===== config.mk =====
export PLATFORM = sky130hd
export DESIGN_NAME = mux_arbiter
export DESIGN_NICKNAME = d
export VERILOG_FILES = /design/src/rtl/mux_arb_pkg.sv /design/src/rtl/mux_arbiter_rr_pick.sv /design/src/rtl/mux_arbiter.sv
export SDC_FILE = /design/constraint.sdc
export NUM_CORES = 1
export LEC_CHECK = 0
export ABC_CLOCK_PERIOD_IN_PS = 2100
export CAP_MARGIN = 20
export CORE_MARGIN = 2
export CORE_UTILIZATION = 45
export DETAILED_ROUTE_END_ITERATION = 8
export DONT_BUFFER_PORTS = 1
export PLACE_DENSITY = 0.58
export SYNTH_ARGS = -nofsm -noshare
export SYNTH_HDL_FRONTEND = slang
export SYNTH_SLANG_ARGS = --single-unit

===== constraint.sdc =====
create_clock -name clk -period 2.1 [get_ports clk]
set_input_delay 0.105 -clock clk [delete_from_list [all_inputs] [get_ports clk]]
set_output_delay 0.105 -clock clk [all_outputs]
set_load 0.005 [all_outputs]

===== src/rtl/mux_arb_pkg.sv =====
// Shared types and helpers for the round-robin mux arbiter.
package mux_arb_pkg;

  // Controller state: IDLE means no grant outstanding, GRANT means one owner.
  typedef enum logic {
    IDLE  = 1'b0,
    GRANT = 1'b1
  } state_t;

  // Default configuration of the block.
  localparam int N_DEF        = 4;
  localparam int W_DEF        = 8;
  localparam int MAX_HOLD_DEF = 4;

  // Widest requester vector the onehot helper can produce.
  localparam int MAX_N = 32;

  // Select width for n requesters; never narrower than one bit.
  function automatic int sel_width(input int n);
    return (n <= 2) ? 1 : $clog2(n);
  endfunction

  // Hold counter width: must be able to hold values up to max_hold.
  function automatic int hold_width(input int max_hold);
    return (max_hold < 1) ? 1 : $clog2(max_hold + 1);
  endfunction

  // One-hot vector with bit idx set; callers truncate to N bits.
  function automatic logic [MAX_N-1:0] onehot(input int unsigned idx);
    return MAX_N'(1) << idx;
  endfunction

endpackage


===== src/rtl/mux_arbiter_rr_pick.sv =====
// Wrap-around priority scan: first set bit of (req & mask) starting at ptr.
module rr_pick
  import mux_arb_pkg::*;
#(
  parameter int N  = N_DEF,
  parameter int SW = sel_width(N)
) (
  input  logic [N-1:0]  req,
  input  logic [SW-1:0] ptr,
  input  logic [N-1:0]  mask,
  output logic          found,
  output logic [SW-1:0] idx
);

  logic [N-1:0] cand;
  int           pos;

  // Scan ptr, ptr+1, ... N-1, 0, ... ptr-1 and keep the first candidate.
  always_comb begin
    cand  = req & mask;
    found = 1'b0;
    idx   = '0;
    pos   = 0;
    for (int k = 0; k < N; k++) begin
      pos = int'(ptr) + k;
      if (pos >= N) pos = pos - N;
      if (!found && cand[pos]) begin
        found = 1'b1;
        idx   = SW'(pos);
      end
    end
  end

endmodule


===== src/rtl/mux_arbiter.sv =====
// Round-robin controller for an N-input, W-bit mux: one owner at a time,
// tenure capped at MAX_HOLD cycles under contention, registered output word.
//
// Handshake: req[i] is a level request, held high while requester i wants
// the mux; gnt[i] high means requester i owns the mux this cycle and its
// data is sampled at the next edge. out_valid qualifies out one cycle later.
// There is no backpressure on out.
//
// state, ptr and hold_cnt are exported purely for observation.
module mux_arbiter
  import mux_arb_pkg::*;
#(
  parameter int  N        = N_DEF,
  parameter int  W        = W_DEF,
  parameter int  MAX_HOLD = MAX_HOLD_DEF,
  localparam int SW       = sel_width(N),
  localparam int HW       = hold_width(MAX_HOLD)
) (
  input  logic           clk,
  input  logic           rst_n,
  input  logic [N-1:0]   req,
  input  logic [N*W-1:0] in,
  output logic [N-1:0]   gnt,
  output logic [SW-1:0]  sel,
  output logic           ena,
  output logic [W-1:0]   out,
  output logic           out_valid,
  output logic           state,
  output logic [SW-1:0]  ptr,
  output logic [HW-1:0]  hold_cnt
);

  localparam logic [SW-1:0] LAST = SW'(N - 1);
  localparam logic [HW-1:0] CAP  = HW'(MAX_HOLD - 1);

  state_t        st;
  logic [SW-1:0] ptr_q;
  logic [HW-1:0] hold_q;

  logic [N-1:0]  oh_sel;
  logic [SW-1:0] nxt_sel;
  logic          at_cap;
  logic          others;
  logic          rel;
  logic [SW-1:0] pick_ptr;
  logic [N-1:0]  pick_mask;
  logic          pick_found;
  logic [SW-1:0] pick_idx;

  // Release decision and scan setup. In GRANT the scan always starts after
  // the current owner with the owner masked out, so its result is directly
  // the hand-off target whenever a release happens.
  always_comb begin
    oh_sel  = N'(onehot(32'(sel)));
    nxt_sel = (sel == LAST) ? '0 : sel + 1'b1;
    at_cap  = (hold_q == CAP);
    others  = |(req & ~oh_sel);
    rel     = !req[sel] || (at_cap && others);
    if (st == GRANT) begin
      pick_ptr  = nxt_sel;
      pick_mask = ~oh_sel;
    end else begin
      pick_ptr  = ptr_q;
      pick_mask = '1;
    end
  end

  rr_pick #(
    .N  (N),
    .SW (SW)
  ) u_pick (
    .req   (req),
    .ptr   (pick_ptr),
    .mask  (pick_mask),
    .found (pick_found),
    .idx   (pick_idx)
  );

  // Grant FSM: owns gnt/sel/ena, the round-robin pointer and tenure counter.
  always_ff @(posedge clk or negedge rst_n) begin
    if (!rst_n) begin
      st     <= IDLE;
      gnt    <= '0;
      sel    <= '0;
      ena    <= 1'b0;
      ptr_q  <= '0;
      hold_q <= '0;
    end else begin
      case (st)
        IDLE: begin
          if (pick_found) begin
            st     <= GRANT;
            gnt    <= N'(onehot(32'(pick_idx)));
            sel    <= pick_idx;
            ena    <= 1'b1;
            hold_q <= '0;
          end
        end
        GRANT: begin
          if (rel) begin
            ptr_q  <= nxt_sel;
            hold_q <= '0;
            if (pick_found) begin
              // Direct hand-off, no idle bubble between tenures.
              gnt <= N'(onehot(32'(pick_idx)));
              sel <= pick_idx;
            end else begin
              st  <= IDLE;
              gnt <= '0;
              sel <= '0;
              ena <= 1'b0;
            end
          end else begin
            // A lone owner at the cap keeps the mux; the counter wraps.
            hold_q <= at_cap ? '0 : hold_q + HW'(1);
          end
        end
        default: begin
          st     <= IDLE;
          gnt    <= '0;
          sel    <= '0;
          ena    <= 1'b0;
          hold_q <= '0;
        end
      endcase
    end
  end

  // Output register: capture the selected word while the mux is enabled.
  always_ff @(posedge clk or negedge rst_n) begin
    if (!rst_n) begin
      out       <= '0;
      out_valid <= 1'b0;
    end else if (ena) begin
      out       <= in[sel*W +: W];
      out_valid <= 1'b1;
    end else begin
      out       <= '0;
      out_valid <= 1'b0;
    end
  end

  assign state    = st;
  assign ptr      = ptr_q;
  assign hold_cnt = hold_q;

endmodule


* Word level (Yosys, flattened, before mapping)
Cells that the tools add are included.
Cells by class: $add $sub $neg 9, order comparisons 9, eq/ne operators 5, shifts and indexed selects 3, multiplexer cells 50, bitwise gates (word level) 4, reductions and logical operators 13
Operators with widths (count):
- less-than comparator 32 x 4 -> 1 bit (second input constant) | 4
- 2-to-1 mux 32 bit | 4
- greater-or-equal comparator 32 x 4 -> 1 bit (second input constant) | 3
- subtractor 32 x 4 -> 32 bit (second input constant) | 3
- indexed part select 32 x 6 -> 8 bit | 1
- 2-to-1 mux 1 bit | 19
- 2-to-1 mux 2 bit | 9
- 2-to-1 mux 4 bit | 4
- binary-select mux 1 bit (select 2 bit) | 5
- 2-to-1 mux 3 bit | 3
- bitwise AND 4 bit | 2
- 2-to-1 mux 8 bit | 1
- case mux 4 bit (2 select lines) | 1
- left shift 1 x 2 -> 4 bit (first input constant) | 2
- adder 2 x 2 -> 3 bit (second input constant) | 2
- case mux 3 bit (2 select lines) | 1
- logical AND 1 bit | 4
- logical NOT 1 bit | 4
- inequality test 2 bit (second input constant) | 2
- inverter 4 bit | 1
- case mux 1 bit (2 select lines) | 2
- case mux 2 bit (2 select lines) | 1
- AND reduction 2 bit | 2
- OR reduction 4 bit | 1
- 12 further kinds | 12
Storage, ports and cells: register bits after elaboration 22, bits of input ports 38, output and inout bits 22, logic and storage cells 101

* Longest topological paths before layout
word-level depth 22, mapped depth 10, mapped depth without buffers 9

* Hierarchy
Synthesis repeated with hierarchy kept, for this count alone.
Second synthesis, totals: cell total of the unflattened synthesis 109, area total of the unflattened synthesis 1306.3 um2
Modules (own cells, without submodules):
- mux_arbiter | instances 1, cells an instance 95, area an instance 1209.9 um2, sequential area each 550.5 um2
- rr_pick | instances 1, cells an instance 14, area an instance 96.3 um2, sequential area each 0.0 um2

* Worst setup path before layout
Ideal clock, no wire load.
path kind register to register, start register sel[0], end register hold_q[0] (netlist: hold_cnt[0]), setup time 64 ps, arrival 2276 ps, required time 2036 ps, slack -241 ps, cell stages (with the launch flop) 11, buffers on the path 1, period minus slack after synthesis 2341 ps, path through dfrtp_1 > buf_2 > inv_1 > ha_1 > or2b_1 > and2_1 > o211ai_1 > inv_1 > ha_1 > nor4b_1 > a21o_1
Between the ends: cells in the longest elaborated chain, start to end 19, elaborated cells on any way between the ends 55, classes of those cells 8 x add/sub; 4 x order compare; 2 x eq/ne; 1 x shift; 27 x mux; 3 x bitwise; 10 x reduce/logical
RTL lines:
- from (decl) | RTL line mux_arbiter.sv:24 | output logic [SW-1:0] sel,
- from (signal assigned) | RTL line mux_arbiter.sv:94 | sel <= pick_idx;
- from (signal assigned) | RTL line mux_arbiter.sv:106 | sel <= pick_idx;
- parallel branches: the longest is 19 deep, another holds subtractor 32 x 4 -> 32 bit
- to (signal assigned) | RTL line mux_arbiter.sv:115 | hold_q <= at_cap ? '0 : hold_q + HW'(1);
- to (decl) | RTL line mux_arbiter.sv:38 | logic [HW-1:0] hold_q;
Several ways; the timed one is not identified. The select of a mux whose other input is x is not followed. A chain may end at the register's enable or synchronous reset.

* Worst setup path after layout
start register sel[1], end register sel[0]
Between the ends: cells in the longest elaborated chain, start to end 21, elaborated cells on any way between the ends 63, classes of those cells 8 x add/sub; 4 x order compare; 3 x eq/ne; 1 x shift; 33 x mux; 3 x bitwise; 11 x reduce/logical
RTL lines:
- adder 2 x 1 -> 2 bit or equality test 2 bit (tied branches) | RTL line mux_arbiter.sv:55 | nxt_sel = (sel == LAST) ? '0 : sel + 1'b1;
- 2-to-1 mux 2 bit (*) | RTL line mux_arbiter.sv:55
- via nxt_sel[1] | RTL line mux_arbiter.sv:41 | logic [SW-1:0] nxt_sel;
- 2-to-1 mux 2 bit (*) | RTL line mux_arbiter.sv:59 | if (st == GRANT) begin
- parallel branches: the longest is 18 deep, another holds subtractor 32 x 4 -> 32 bit
Mark *: on every way through the listed nets, which the timed path passes. The select of a mux whose other input is x is not followed.

==> flow_summary.json <==
{
  "power_density_nw_per_um2": 1470,
  "antenna_found_initial": 0,
  "yosys.cell_types.count": 37,
  "crit_required_ps": 2270,
  "via_count": 990,
  "synthesis.nets": 159,
  "area_growth_pct": 16.4,
  "wl_per_cell_um": 18.2,
  "total_power_mw": 2.26,
  "die-area_um2": 3390,
  "ys_seq_elements": 22,
  "layout_commonest_cell": "dfrtp_1",
  "synth_area_leaders": "dfrtp_1, mux4_2, ha_1",
  "finalSetupViolations": 0,
  "leakage_nw": 0.704,
  "grt_pass1_wl_um": 4510,
  "cts_tree": "done",
  "portBuffers": 0,
  "crit_fanout": 4,
  "synthCells": 115,
  "final_cells": 158,
  "dr.first_iter.drc_count": 29,
  "numCtsBuffers": 3,
  "antenna_cells": 0,
  "fmax_ghz": 0.495,
  "synthArstFlopShare_pct": 100,
  "hpwl_um": 2180,
  "fp-row-count": 19,
  "ios": 60,
  "slew_headroom_pct": 66.5,
  "rr_endpoint": "sel[0]$_DFFE_PN0P_",
  "clock_path_buffers": 2,
  "yosysWarnings": 0,
  "gr-total-overflow": 0,
  "hold_viol": 0,
  "fin_nets": 172,
  "path_clk_slew_ps": 130,
  "synth_top_area_cell": "dfrtp_1",
  "start_kind": "flop",
  "critPathArrivalTime_ps": 2190,
  "fill_cells": 233,
  "wl_met3_um": 200,
  "hp-class": "input pin to asynchronous set/reset pin",
  "wirelength_um": 2880,
  "timing.setup.tns_ps": 0,
  "crit_start": "sel[1]$_DFFE_PN0P_",
  "final_cell_mix": "dfrtp_1, buf_4, mux4_2, and2_1, nand2_1",
  "ant_nets": 0,
  "status": "finished, final reports clean",
  "grt_pass1_vias": 995,
  "drive_above_1_share_pct": 29.1,
  "worstMarginPinSlew_ps": 503,
  "rsz0062_at_grt": "yes",
  "ys.flop_type": "dfrtp_1",
  "die_w_um": 58.2,
  "yosysTopAreaCellShare_pct": 41.6,
  "cts_sinks": 22,
  "ys_seq_area_share_pct": 41.6,
  "drc_errors": 0,
  "via_per_inst": 6.27,
  "worstReg2RegStart": "sel[1]$_DFFE_PN0P_",
  "grt_max_degree": 23,
  "synth_edf_count": 0,
  "critical_path_class": "flop to flop",
  "rr_worst_depth": 7,
  "syn_area_per_cell_um2": 11.5,
  "cts-root-buf": "clkbuf_4",
  "layout_worst_path_cycle_share_pct": 96.2,
  "drt_first_pass_iters": 4,
  "irDropWorstVdd_uv": 948,
  "max_cap_violations": 0,
  "grtUsageTotal_pct": 17.5,
  "wl_met2_um": 1410,
  "worst_setup_path_end_kind": "flop",
  "wl_met1_um": 1240,
  "final_max_slew_viol_count": 0,
  "gp_congestion": 0.886,
  "min_period_ps": 2020,
  "floorplan.initialDensity_pct": 47.5,
  "skew_ps": 15.5,
  "die_h_um": 58.2,
  "core_area_um2": 2780,
  "highest_layer": "met4",
  "htree_levels": 1,
  "utilization_pct": 55.3,
  "reg2reg_setup_slack_ps": 80,
  "setup.worst_path.end": "sel[0]$_DFFE_PN0P_",
  "clk_latency_ps": 310,
  "synthesis.area_um2": 1320,
  "dp_cells": 149
}
==> report_power, final <==
part	internal [mW]	switching (mW)	total (mW)
clock network	0.193	0.127	0.320
registers	0.566	0.164	0.730
logic	0.642	0.568	1.21
==> repair_timing <==
action                                 in CTS  in global routing
endpoints found under the hold margin      22                  0
gates resized for setup                     0                  8
setup buffers                               0                  3
setup endpoints to repair                   0                  8
hold buffers                                1                  0
==> cells by family (layout without fill, tap and decap cells) <==
family,after synthesis,after routing,synth area share (%)
buffers and inverters,10,22,3.03
adders and majority gates,6,6,5.68
and+or+nand+nor,40,40,16.5
DFF,22,22,41.6
AOI/OAI and AO/OA,25,25,15.3
muxes,12,12,17.9
==> sequential cells by signal, summed over array words and instances (netlist names) <==
register	flops
ena	1
gnt	4
hold_cnt	3
out	8
out_valid	1
ptr	2
sel	2
state	1
==> layer usage <==
metal	vias up	track usage [%]
met5	-	0
met4	0	3.99
met3	4	5.80
met2	40	26.0
met1	485	25.0
li1	461	-
==> worst min-delay path by stage <==
stage / slack, ps / from / to
finish: 50 / rst_n / hold_cnt[1]$_DFFE_PN0P_
global route: 40 / rst_n / hold_cnt[0]$_DFFE_PN0P_
CTS: 120 / in[4] / out[4]$_DFF_PN0_
detailed placement: -190 / rst_n / hold_cnt[1]$_DFFE_PN0P_
global placement: -190 / rst_n / hold_cnt[1]$_DFFE_PN0P_
floorplan: -190 / rst_n / ena$_DFFE_PN0P_
==> area by class of cell <==
type / instances / area, um^2 / area share [%]
Timing Repair Buffer: 12 / 100 / 6.50
Multi-Input combinational cell: 83 / 773 / 50.2
Sequential cell: 22 / 552 / 35.9
Inverter: 6 / 22.5 / 1.46
Tap cell: 31 / 38.8 / 2.52
Clock buffer: 3 / 22.5 / 1.46
Clock inverter: 1 / 30.0 / 1.95
==> cell usage after synthesis, types with 3 or more instances <==
cell type / n
and2_1: 9
dfrtp_1: 22
ha_1: 6
inv_1: 6
mux2_2: 3
mux4_2: 9
nand2_1: 7
nand2b_1: 4
nand3_1: 3
nand4_1: 3
nor2_1: 7
o211ai_1: 4
o2bb2ai_1: 4
==> worst max-delay path: stages (launching register included) <==
cell and delay [ps]:
dfrtp_1 440, inv_1 80, ha_1 320, mux2_2 290, nand3_1 100, o2111ai_1 230
a32oi_1 270, o221ai_1 150
==> metrics by stage <==
step | setup WS [ps] | instance area, um^2 | hold WS (ps)
final | 79.7 | 1540 | 50.3
after global routing | -17.9 | 1540 | 43.5
after CTS | 21.7 | 1470 | 119
after detailed placement | 31.7 | 1400 | -190
after global placement | 75.3 | 1400 | -190
after floorplan | -10.8 | 1340 | -191
Note: power is estimated with default switching activity, not from simulation.
